File: config.mk
export PLATFORM = sky130hd
export DESIGN_NAME = axi_read_burst_sequencer_flat
export DESIGN_NICKNAME = d
export VERILOG_FILES = /design/src/rtl/axi_read_burst_sequencer_if.sv /design/src/rtl/axi_read_burst_sequencer.sv /design/src/flat_wrapper.sv
export SDC_FILE = /design/constraint.sdc
export NUM_CORES = 1
export LEC_CHECK = 0
export CORE_AREA = 2 2 166 168
export CTS_CLUSTER_DIAMETER = 120
export DETAILED_ROUTE_END_ITERATION = 12
export DIE_AREA = 0 0 168 170
export PLACE_DENSITY_LB_ADDON = 0.1
export SYNTH_ARGS = -nofsm -noshare
export SYNTH_HDL_FRONTEND = slang
export SYNTH_SLANG_ARGS = --single-unit
File: constraint.sdc
create_clock -name aclk -period 4.37 [get_ports aclk]
set_input_delay 0.437 -clock aclk [delete_from_list [all_inputs] [get_ports aclk]]
set_output_delay 0.437 -clock aclk [all_outputs]
set_load 0.02 [all_outputs]
File: src/rtl/axi_read_burst_sequencer_if.sv
// AXI4 read-address/read-data channels plus the AXI-Stream output of the burst sequencer.
// master = sequencer side, slave = memory/stream-sink side.
interface axi_read_burst_sequencer_if #(
    parameter int unsigned ADDR_WIDTH = 48,
    parameter int unsigned DATA_WIDTH = 128
);
    logic [ADDR_WIDTH-1:0] m_axi_araddr;
    logic [7:0]            m_axi_arlen;
    logic [2:0]            m_axi_arsize;
    logic [1:0]            m_axi_arburst;
    logic                  m_axi_arvalid;
    logic                  m_axi_arready;
    logic [DATA_WIDTH-1:0] m_axi_rdata;
    logic [1:0]            m_axi_rresp;
    logic                  m_axi_rlast;
    logic                  m_axi_rvalid;
    logic                  m_axi_rready;
    logic [DATA_WIDTH-1:0] m_axis_tdata;
    logic                  m_axis_tlast;
    logic                  m_axis_tvalid;
    logic                  m_axis_tready;

    modport master (
        output m_axi_araddr, m_axi_arlen, m_axi_arsize, m_axi_arburst, m_axi_arvalid,
        input  m_axi_arready,
        input  m_axi_rdata, m_axi_rresp, m_axi_rlast, m_axi_rvalid,
        output m_axi_rready,
        output m_axis_tdata, m_axis_tlast, m_axis_tvalid,
        input  m_axis_tready
    );

    modport slave (
        input  m_axi_araddr, m_axi_arlen, m_axi_arsize, m_axi_arburst, m_axi_arvalid,
        output m_axi_arready,
        output m_axi_rdata, m_axi_rresp, m_axi_rlast, m_axi_rvalid,
        input  m_axi_rready,
        input  m_axis_tdata, m_axis_tlast, m_axis_tvalid,
        output m_axis_tready
    );
endinterface

File: src/rtl/axi_read_burst_sequencer.sv
// AXI4 read-master: issues a configured number of INCR bursts with bounded outstanding
// bursts and forwards the read data straight onto an AXI-Stream output.
module axi_read_burst_sequencer #(
    parameter int unsigned ADDR_WIDTH      = 48,
    parameter int unsigned DATA_WIDTH      = 128,
    parameter int unsigned MAX_OUTSTANDING = 4
) (
    input  logic                  aclk,
    input  logic                  areset,
    input  logic [ADDR_WIDTH-1:0] cfg_base_address,
    input  logic [31:0]           cfg_burst_count,
    input  logic [8:0]            cfg_burst_len,
    input  logic                  start,
    input  logic                  loop_enable,
    output logic                  busy,
    output logic                  done,
    output logic                  error,
    axi_read_burst_sequencer_if.master bus
);

    localparam int unsigned Bpb     = DATA_WIDTH / 8;
    localparam int unsigned SizeLog = $clog2(Bpb);
    localparam int unsigned CntW    = $clog2(MAX_OUTSTANDING + 1);

    typedef enum logic [1:0] {StIdle, StIssue, StDrain, StDone} state_e;

    state_e                state_q;
    logic                  busy_q;
    logic                  done_q;
    logic                  error_q;
    logic                  arvalid_q;
    logic [ADDR_WIDTH-1:0] araddr_q;
    logic [7:0]            arlen_q;
    logic [ADDR_WIDTH-1:0] step_q;
    logic [31:0]           rem_q;
    logic [CntW-1:0]       out_q;
    logic [CntW-1:0]       out_d;

    logic       ar_hs;
    logic       r_hs;
    logic       burst_end;
    logic [8:0] eff_len;

    assign ar_hs     = arvalid_q & bus.m_axi_arready;
    assign r_hs      = bus.m_axi_rvalid & bus.m_axis_tready;
    assign burst_end = r_hs & bus.m_axi_rlast & (out_q != '0);

    always_comb begin
        if (cfg_burst_len == 9'd0) begin
            eff_len = 9'd1;
        end else if (cfg_burst_len > 9'd256) begin
            eff_len = 9'd256;
        end else begin
            eff_len = cfg_burst_len;
        end
    end

    always_comb begin
        out_d = out_q;
        if (ar_hs && !burst_end) begin
            out_d = out_q + 1'b1;
        end else if (!ar_hs && burst_end) begin
            out_d = out_q - 1'b1;
        end
    end

    // Read data is never buffered: the stream sink back-pressures the R channel directly.
    assign bus.m_axis_tdata  = bus.m_axi_rdata;
    assign bus.m_axis_tvalid = bus.m_axi_rvalid;
    assign bus.m_axis_tlast  = bus.m_axi_rlast;
    assign bus.m_axi_rready  = bus.m_axis_tready;

    assign bus.m_axi_araddr  = araddr_q;
    assign bus.m_axi_arlen   = arlen_q;
    assign bus.m_axi_arsize  = 3'(SizeLog);
    assign bus.m_axi_arburst = 2'b01;
    assign bus.m_axi_arvalid = arvalid_q;

    assign busy  = busy_q;
    assign done  = done_q;
    assign error = error_q;

    always_ff @(posedge aclk or posedge areset) begin
        if (areset) begin
            state_q   <= StIdle;
            busy_q    <= 1'b0;
            done_q    <= 1'b0;
            error_q   <= 1'b0;
            arvalid_q <= 1'b0;
            araddr_q  <= '0;
            arlen_q   <= '0;
            step_q    <= '0;
            rem_q     <= '0;
            out_q     <= '0;
        end else begin
            out_q <= out_d;
            if (r_hs && (bus.m_axi_rresp != 2'b00)) begin
                error_q <= 1'b1;
            end
            unique case (state_q)
                StIdle: begin
                    if (start || loop_enable) begin
                        error_q  <= 1'b0;
                        araddr_q <= cfg_base_address;
                        arlen_q  <= 8'(eff_len - 9'd1);
                        step_q   <= ADDR_WIDTH'(eff_len) << SizeLog;
                        rem_q    <= cfg_burst_count;
                        if (cfg_burst_count == 32'd0) begin
                            done_q  <= 1'b1;
                            state_q <= StDone;
                        end else begin
                            busy_q    <= 1'b1;
                            arvalid_q <= (out_d < CntW'(MAX_OUTSTANDING));
                            state_q   <= StIssue;
                        end
                    end
                end
                StIssue: begin
                    if (ar_hs) begin
                        araddr_q <= araddr_q + step_q;
                        rem_q    <= rem_q - 32'd1;
                    end
                    // Credit uses the next-cycle count, so a raised arvalid never needs to drop.
                    if (ar_hs && (rem_q == 32'd1)) begin
                        arvalid_q <= 1'b0;
                        state_q   <= StDrain;
                    end else begin
                        arvalid_q <= (out_d < CntW'(MAX_OUTSTANDING));
                    end
                end
                StDrain: begin
                    if (out_d == '0) begin
                        done_q  <= 1'b1;
                        state_q <= StDone;
                    end
                end
                StDone: begin
                    done_q  <= 1'b0;
                    busy_q  <= 1'b0;
                    state_q <= StIdle;
                end
                default: state_q <= StIdle;
            endcase
        end
    end

    ap_out_bound: assert property (@(posedge aclk) disable iff (areset)
        out_q <= CntW'(MAX_OUTSTANDING));

    ap_ar_stable: assert property (@(posedge aclk) disable iff (areset)
        (arvalid_q && !bus.m_axi_arready) |=>
            (arvalid_q && $stable(araddr_q) && $stable(arlen_q)));

endmodule

File: src/flat_wrapper.sv
// flat-port wrapper written by rule: the top's interface ports become plain ports
module axi_read_burst_sequencer_flat 
#(
    parameter int unsigned ADDR_WIDTH      = 48,
    parameter int unsigned DATA_WIDTH      = 128,
    parameter int unsigned MAX_OUTSTANDING = 4
)
  (aclk, areset, cfg_base_address, cfg_burst_count, cfg_burst_len, start, loop_enable, busy, done, error, bus_m_axi_araddr, bus_m_axi_arlen, bus_m_axi_arsize, bus_m_axi_arburst, bus_m_axi_arvalid, bus_m_axi_arready, bus_m_axi_rdata, bus_m_axi_rresp, bus_m_axi_rlast, bus_m_axi_rvalid, bus_m_axi_rready, bus_m_axis_tdata, bus_m_axis_tlast, bus_m_axis_tvalid, bus_m_axis_tready);
  axi_read_burst_sequencer_if #(.ADDR_WIDTH(ADDR_WIDTH), .DATA_WIDTH(DATA_WIDTH)) bus_i ();
  input  logic aclk;
  input  logic areset;
  input  logic [ADDR_WIDTH-1:0] cfg_base_address;
  input  logic [31:0] cfg_burst_count;
  input  logic [8:0] cfg_burst_len;
  input  logic start;
  input  logic loop_enable;
  output logic busy;
  output logic done;
  output logic error;
  output wire logic [$bits(bus_i.m_axi_araddr)-1:0] bus_m_axi_araddr;
  output wire logic [$bits(bus_i.m_axi_arlen)-1:0] bus_m_axi_arlen;
  output wire logic [$bits(bus_i.m_axi_arsize)-1:0] bus_m_axi_arsize;
  output wire logic [$bits(bus_i.m_axi_arburst)-1:0] bus_m_axi_arburst;
  output wire logic [$bits(bus_i.m_axi_arvalid)-1:0] bus_m_axi_arvalid;
  input wire logic [$bits(bus_i.m_axi_arready)-1:0] bus_m_axi_arready;
  input wire logic [$bits(bus_i.m_axi_rdata)-1:0] bus_m_axi_rdata;
  input wire logic [$bits(bus_i.m_axi_rresp)-1:0] bus_m_axi_rresp;
  input wire logic [$bits(bus_i.m_axi_rlast)-1:0] bus_m_axi_rlast;
  input wire logic [$bits(bus_i.m_axi_rvalid)-1:0] bus_m_axi_rvalid;
  output wire logic [$bits(bus_i.m_axi_rready)-1:0] bus_m_axi_rready;
  output wire logic [$bits(bus_i.m_axis_tdata)-1:0] bus_m_axis_tdata;
  output wire logic [$bits(bus_i.m_axis_tlast)-1:0] bus_m_axis_tlast;
  output wire logic [$bits(bus_i.m_axis_tvalid)-1:0] bus_m_axis_tvalid;
  input wire logic [$bits(bus_i.m_axis_tready)-1:0] bus_m_axis_tready;
  assign bus_m_axi_araddr = bus_i.m_axi_araddr;
  assign bus_m_axi_arlen = bus_i.m_axi_arlen;
  assign bus_m_axi_arsize = bus_i.m_axi_arsize;
  assign bus_m_axi_arburst = bus_i.m_axi_arburst;
  assign bus_m_axi_arvalid = bus_i.m_axi_arvalid;
  assign bus_i.m_axi_arready = bus_m_axi_arready;
  assign bus_i.m_axi_rdata = bus_m_axi_rdata;
  assign bus_i.m_axi_rresp = bus_m_axi_rresp;
  assign bus_i.m_axi_rlast = bus_m_axi_rlast;
  assign bus_i.m_axi_rvalid = bus_m_axi_rvalid;
  assign bus_m_axi_rready = bus_i.m_axi_rready;
  assign bus_m_axis_tdata = bus_i.m_axis_tdata;
  assign bus_m_axis_tlast = bus_i.m_axis_tlast;
  assign bus_m_axis_tvalid = bus_i.m_axis_tvalid;
  assign bus_i.m_axis_tready = bus_m_axis_tready;
  axi_read_burst_sequencer #(.ADDR_WIDTH(ADDR_WIDTH), .DATA_WIDTH(DATA_WIDTH), .MAX_OUTSTANDING(MAX_OUTSTANDING)) u_core (.aclk(aclk), .areset(areset), .cfg_base_address(cfg_base_address), .cfg_burst_count(cfg_burst_count), .cfg_burst_len(cfg_burst_len), .start(start), .loop_enable(loop_enable), .busy(busy), .done(done), .error(error), .bus(bus_i));
endmodule
==> impl_metrics.py <==
metrics = {
    "outcome": {
        "outcome": "completed",
    },
    "yosys": {
        "syn_inst": 981,
        "yosys.cell_count.top_type": "buf_4",
        "ys_top_cells_by_count": "buf_4 (136), dfrtp_1 (106), a21oi_1 (88), nand2_1 (75), nor2_1 (67)",
        "synth.cell_area_mm2": 0.00806,
        "postSynth.asyncResetShare": 1.00,
        "avgSynthCellArea_um2": 8.21,
        "ys_ff_latch": 106,
        "yosysWarnings": 0,
        "synth_top_cell_by_area": "dfrtp_1",
        "synth_edf_count": 0,
        "synth.yosys.seq_area_share": 0.329,
        "synth_top_area_frac": 0.329,
        "ys.flop_type": "dfrtp_1",
        "synth.area.top_cells": "dfrtp_1 (33%), buf_4 (13%), a21oi_1 (5.5%)",
        "ys_types": 77,
    },
    "cells_and_area": {
        "area_delta_synth_final_pct": 15.5,
        "fin_util": 0.349,
        "nFillCells": 2759,
        "drive_above_1_share": 0.0457,
        "nets": 1227,
        "antenna_cells": 0,
    },
    "global_route": {
        "grt_max_degree": 75,
        "overflow": 0,
        "grt_pass1_vias": 7070,
        "globalRouteTotalUtil": 0.178,
        "antenna_found_initial": 0,
        "grt_pass1_wl_mm": 40.4,
    },
    "min_path": {
        "hold_path.class": "flip-flop to flip-flop",
    },
    "clock_tree": {
        "clockBufferDepth": 2,
        "cts_made_buffers": 9,
        "h-tree-depth": 3,
        "cts-root-buf": "clkbuf_16",
        "cts_sinks": 106,
        "cts_setup_buffers": 0,
        "clk_latency_ns": 0.36,
        "cts_hold_buf": 0,
        "clkTransAtPathRegs_ns": 0.07,
        "cts_tree": "yes",
        "cts_resized": 0,
    },
    "sta": {
        "post-route-period-util": 0.681,
        "hold_slack_ns": 0.486,
        "setup_tns_ns": 0,
        "hold_viol_final": 0,
        "skew_ns": 0.0150,
        "min_period_ns": 2.98,
        "rsz0062_at_grt": "false",
        "setup_violations": 0,
        "slew_headroom": 0.374,
        "fmax_ghz": 0.336,
        "tightestPinTransition_ns": 0.940,
        "drv_slew": 0,
    },
    "power": {
        "comb_power_share": 0.584,
        "power_frac_clock": 0.120,
        "ir_worst_vdd_mv": 0.283,
        "p_leak_nw": 3.55,
        "power_frac_seq": 0.296,
        "intPower_mw": 3.75,
        "power_switching_mw": 3.54,
        "switching_share": 0.485,
        "power_density_mw_per_mm2": 784,
    },
    "drt": {
        "via_per_inst": 5.46,
        "drc": 0,
        "drt_wl_total_mm": 25.5,
        "first_iter_violations": 431,
        "wl_per_cell_um": 19.2,
        "num_vias": 7237,
        "antenna_left": 0,
        "dr.pass1.iters": 6,
    },
    "critical_path": {
        "cp-end-kind": "flip-flop",
        "start_kind": "flip-flop",
        "crit_required_ns": 4.63,
        "crit_fanout": 28,
        "critPathArrivalTime_ns": 3.24,
        "critical_path_class": "flip-flop to flip-flop",
    },
    "floorplanning": {
        "fp.dieArea_mm2": 0.0286,
        "die-height_um": 170,
        "core-area_mm2": 0.0267,
        "fp.dieW_um": 168,
        "io_pins": 423,
        "initial_core_util": 0.302,
        "rows": 60,
    },
    "placed_design": {
        "place_congestion": 0.866,
        "io_buffers": 161,
        "dp.final_hpwl_mm": 18.3,
    },
    "job": {
        "maxCapViolCount": 0,
    },
}
final cells by class:
type | count | area, um2 | area share
sequential | 106 | 2650 | 0.285
tap | 341 | 427 | 0.0459
inverter | 22 | 85.1 | 0.00915
clock inverter | 3 | 46.3 | 0.00498
multi-input combinational | 670 | 4140 | 0.445
timing repair buffer | 170 | 1690 | 0.182
clock buffer | 13 | 260 | 0.0280
power groups by stage:
| stage | Clock [mW] | Sequential, mW | Combinational [mW] |
|---|---|---|---|
| detailed placement | 0 | 2.16 | 4.28 |
| finish | 0.876 | 2.16 | 4.26 |
| CTS | 0.909 | 2.15 | 4.29 |
| global placement | 0 | 2.18 | 4.25 |
| floorplan | 0 | 2.27 | 2.79 |
| global route | 0.945 | 2.25 | 4.75 |
per-stage QoR:
step           total power [mW]  instance area [um2]  worst slack (ns)  std cells
2_1_floorplan              5.06                 8070              1.14        984
3_3_place_gp               6.43                 8990              1.22       1309
3_5_place_dp               6.44                 8990              1.18       1309
4_1_cts                    7.35                 9300              1.37       1325
5_1_grt                    7.95                 9300              1.10       1325
6_report                   7.29                 9300              1.39       1325
state kept, by name (all words and copies together), names as in the netlist, 2 cells and up:
register	count
u_core.state_q	2
u_core.step_q	9
u_core.bus.m_axi_araddr	48
u_core.out_q	3
u_core.rem_q	32
u_core.bus.m_axi_arlen	8
final timing paths:
| check | slack [ns] | depth (start not counted) | startpoint | to |
|---|---|---|---|---|
| max in group asynchronous | 2.99 | 3 | areset | u_core.rem_q[3] |
| worst min register to register | 0.49 | 1 | u_core.step_q[4] | u_core.step_q[4] |
| worst min-delay path | 0.49 | 1 | u_core.step_q[4] | u_core.step_q[4] |
| min in group asynchronous | 0.62 | 2 | areset | u_core.bus.m_axi_araddr[44] |
| worst max register to register | 1.39 | 7 | u_core.state_q[1] | u_core.bus.m_axi_araddr[41] |
| worst max-delay path | 1.39 | 7 | u_core.state_q[1] | u_core.bus.m_axi_araddr[41] |
cell usage in the layout (no fill, tap or decap), drive strengths merged, types with 16 or more instances in the layout:
master / synthesis / routed
a21oi: 88 / 88
ha: 20 / 20
o22ai: 26 / 26
nor2: 68 / 68
nor3: 33 / 33
nand3: 31 / 31
dfrtp: 106 / 106
nand2b: 16 / 16
inv: 22 / 23
clkdlybuf4s50: 0 / 161
nor4: 22 / 22
nand4: 22 / 22
o21ai: 53 / 53
nand2: 75 / 75
metal layers:
metal	track usage	wire, um
met1	0.245	11900
met2	0.277	11600
met3	0.0423	1460
met4	0.0529	455
met5	0	0
cells by family (layout without fill, tap and decap cells):
| group | count (synthesis) | count (layout) | synth area share |
|---|---|---|---|
| AOI/OAI and AO/OA | 286 | 286 | 0.231 |
| adders and majority gates | 21 | 21 | 0.0336 |
| muxes | 16 | 16 | 0.0202 |
| xor gates and xnor gates | 11 | 11 | 0.0120 |
| buffers and inverters | 208 | 208 | 0.161 |
| and+or+nand+nor | 331 | 331 | 0.212 |
| DFF | 106 | 106 | 0.329 |
| other | 2 | 5 | 0.000932 |
worst max-delay path: stages (launching register included):
cell and delay (ns):
dfrtp_1 0.40, inv_1 0.16, ha_1 0.50, nor2_1 0.22, a211o_2 0.58, or2_1 0.46, or3_1 0.40, o211ai_1 0.16
Power figures use the tool's default switching activity.
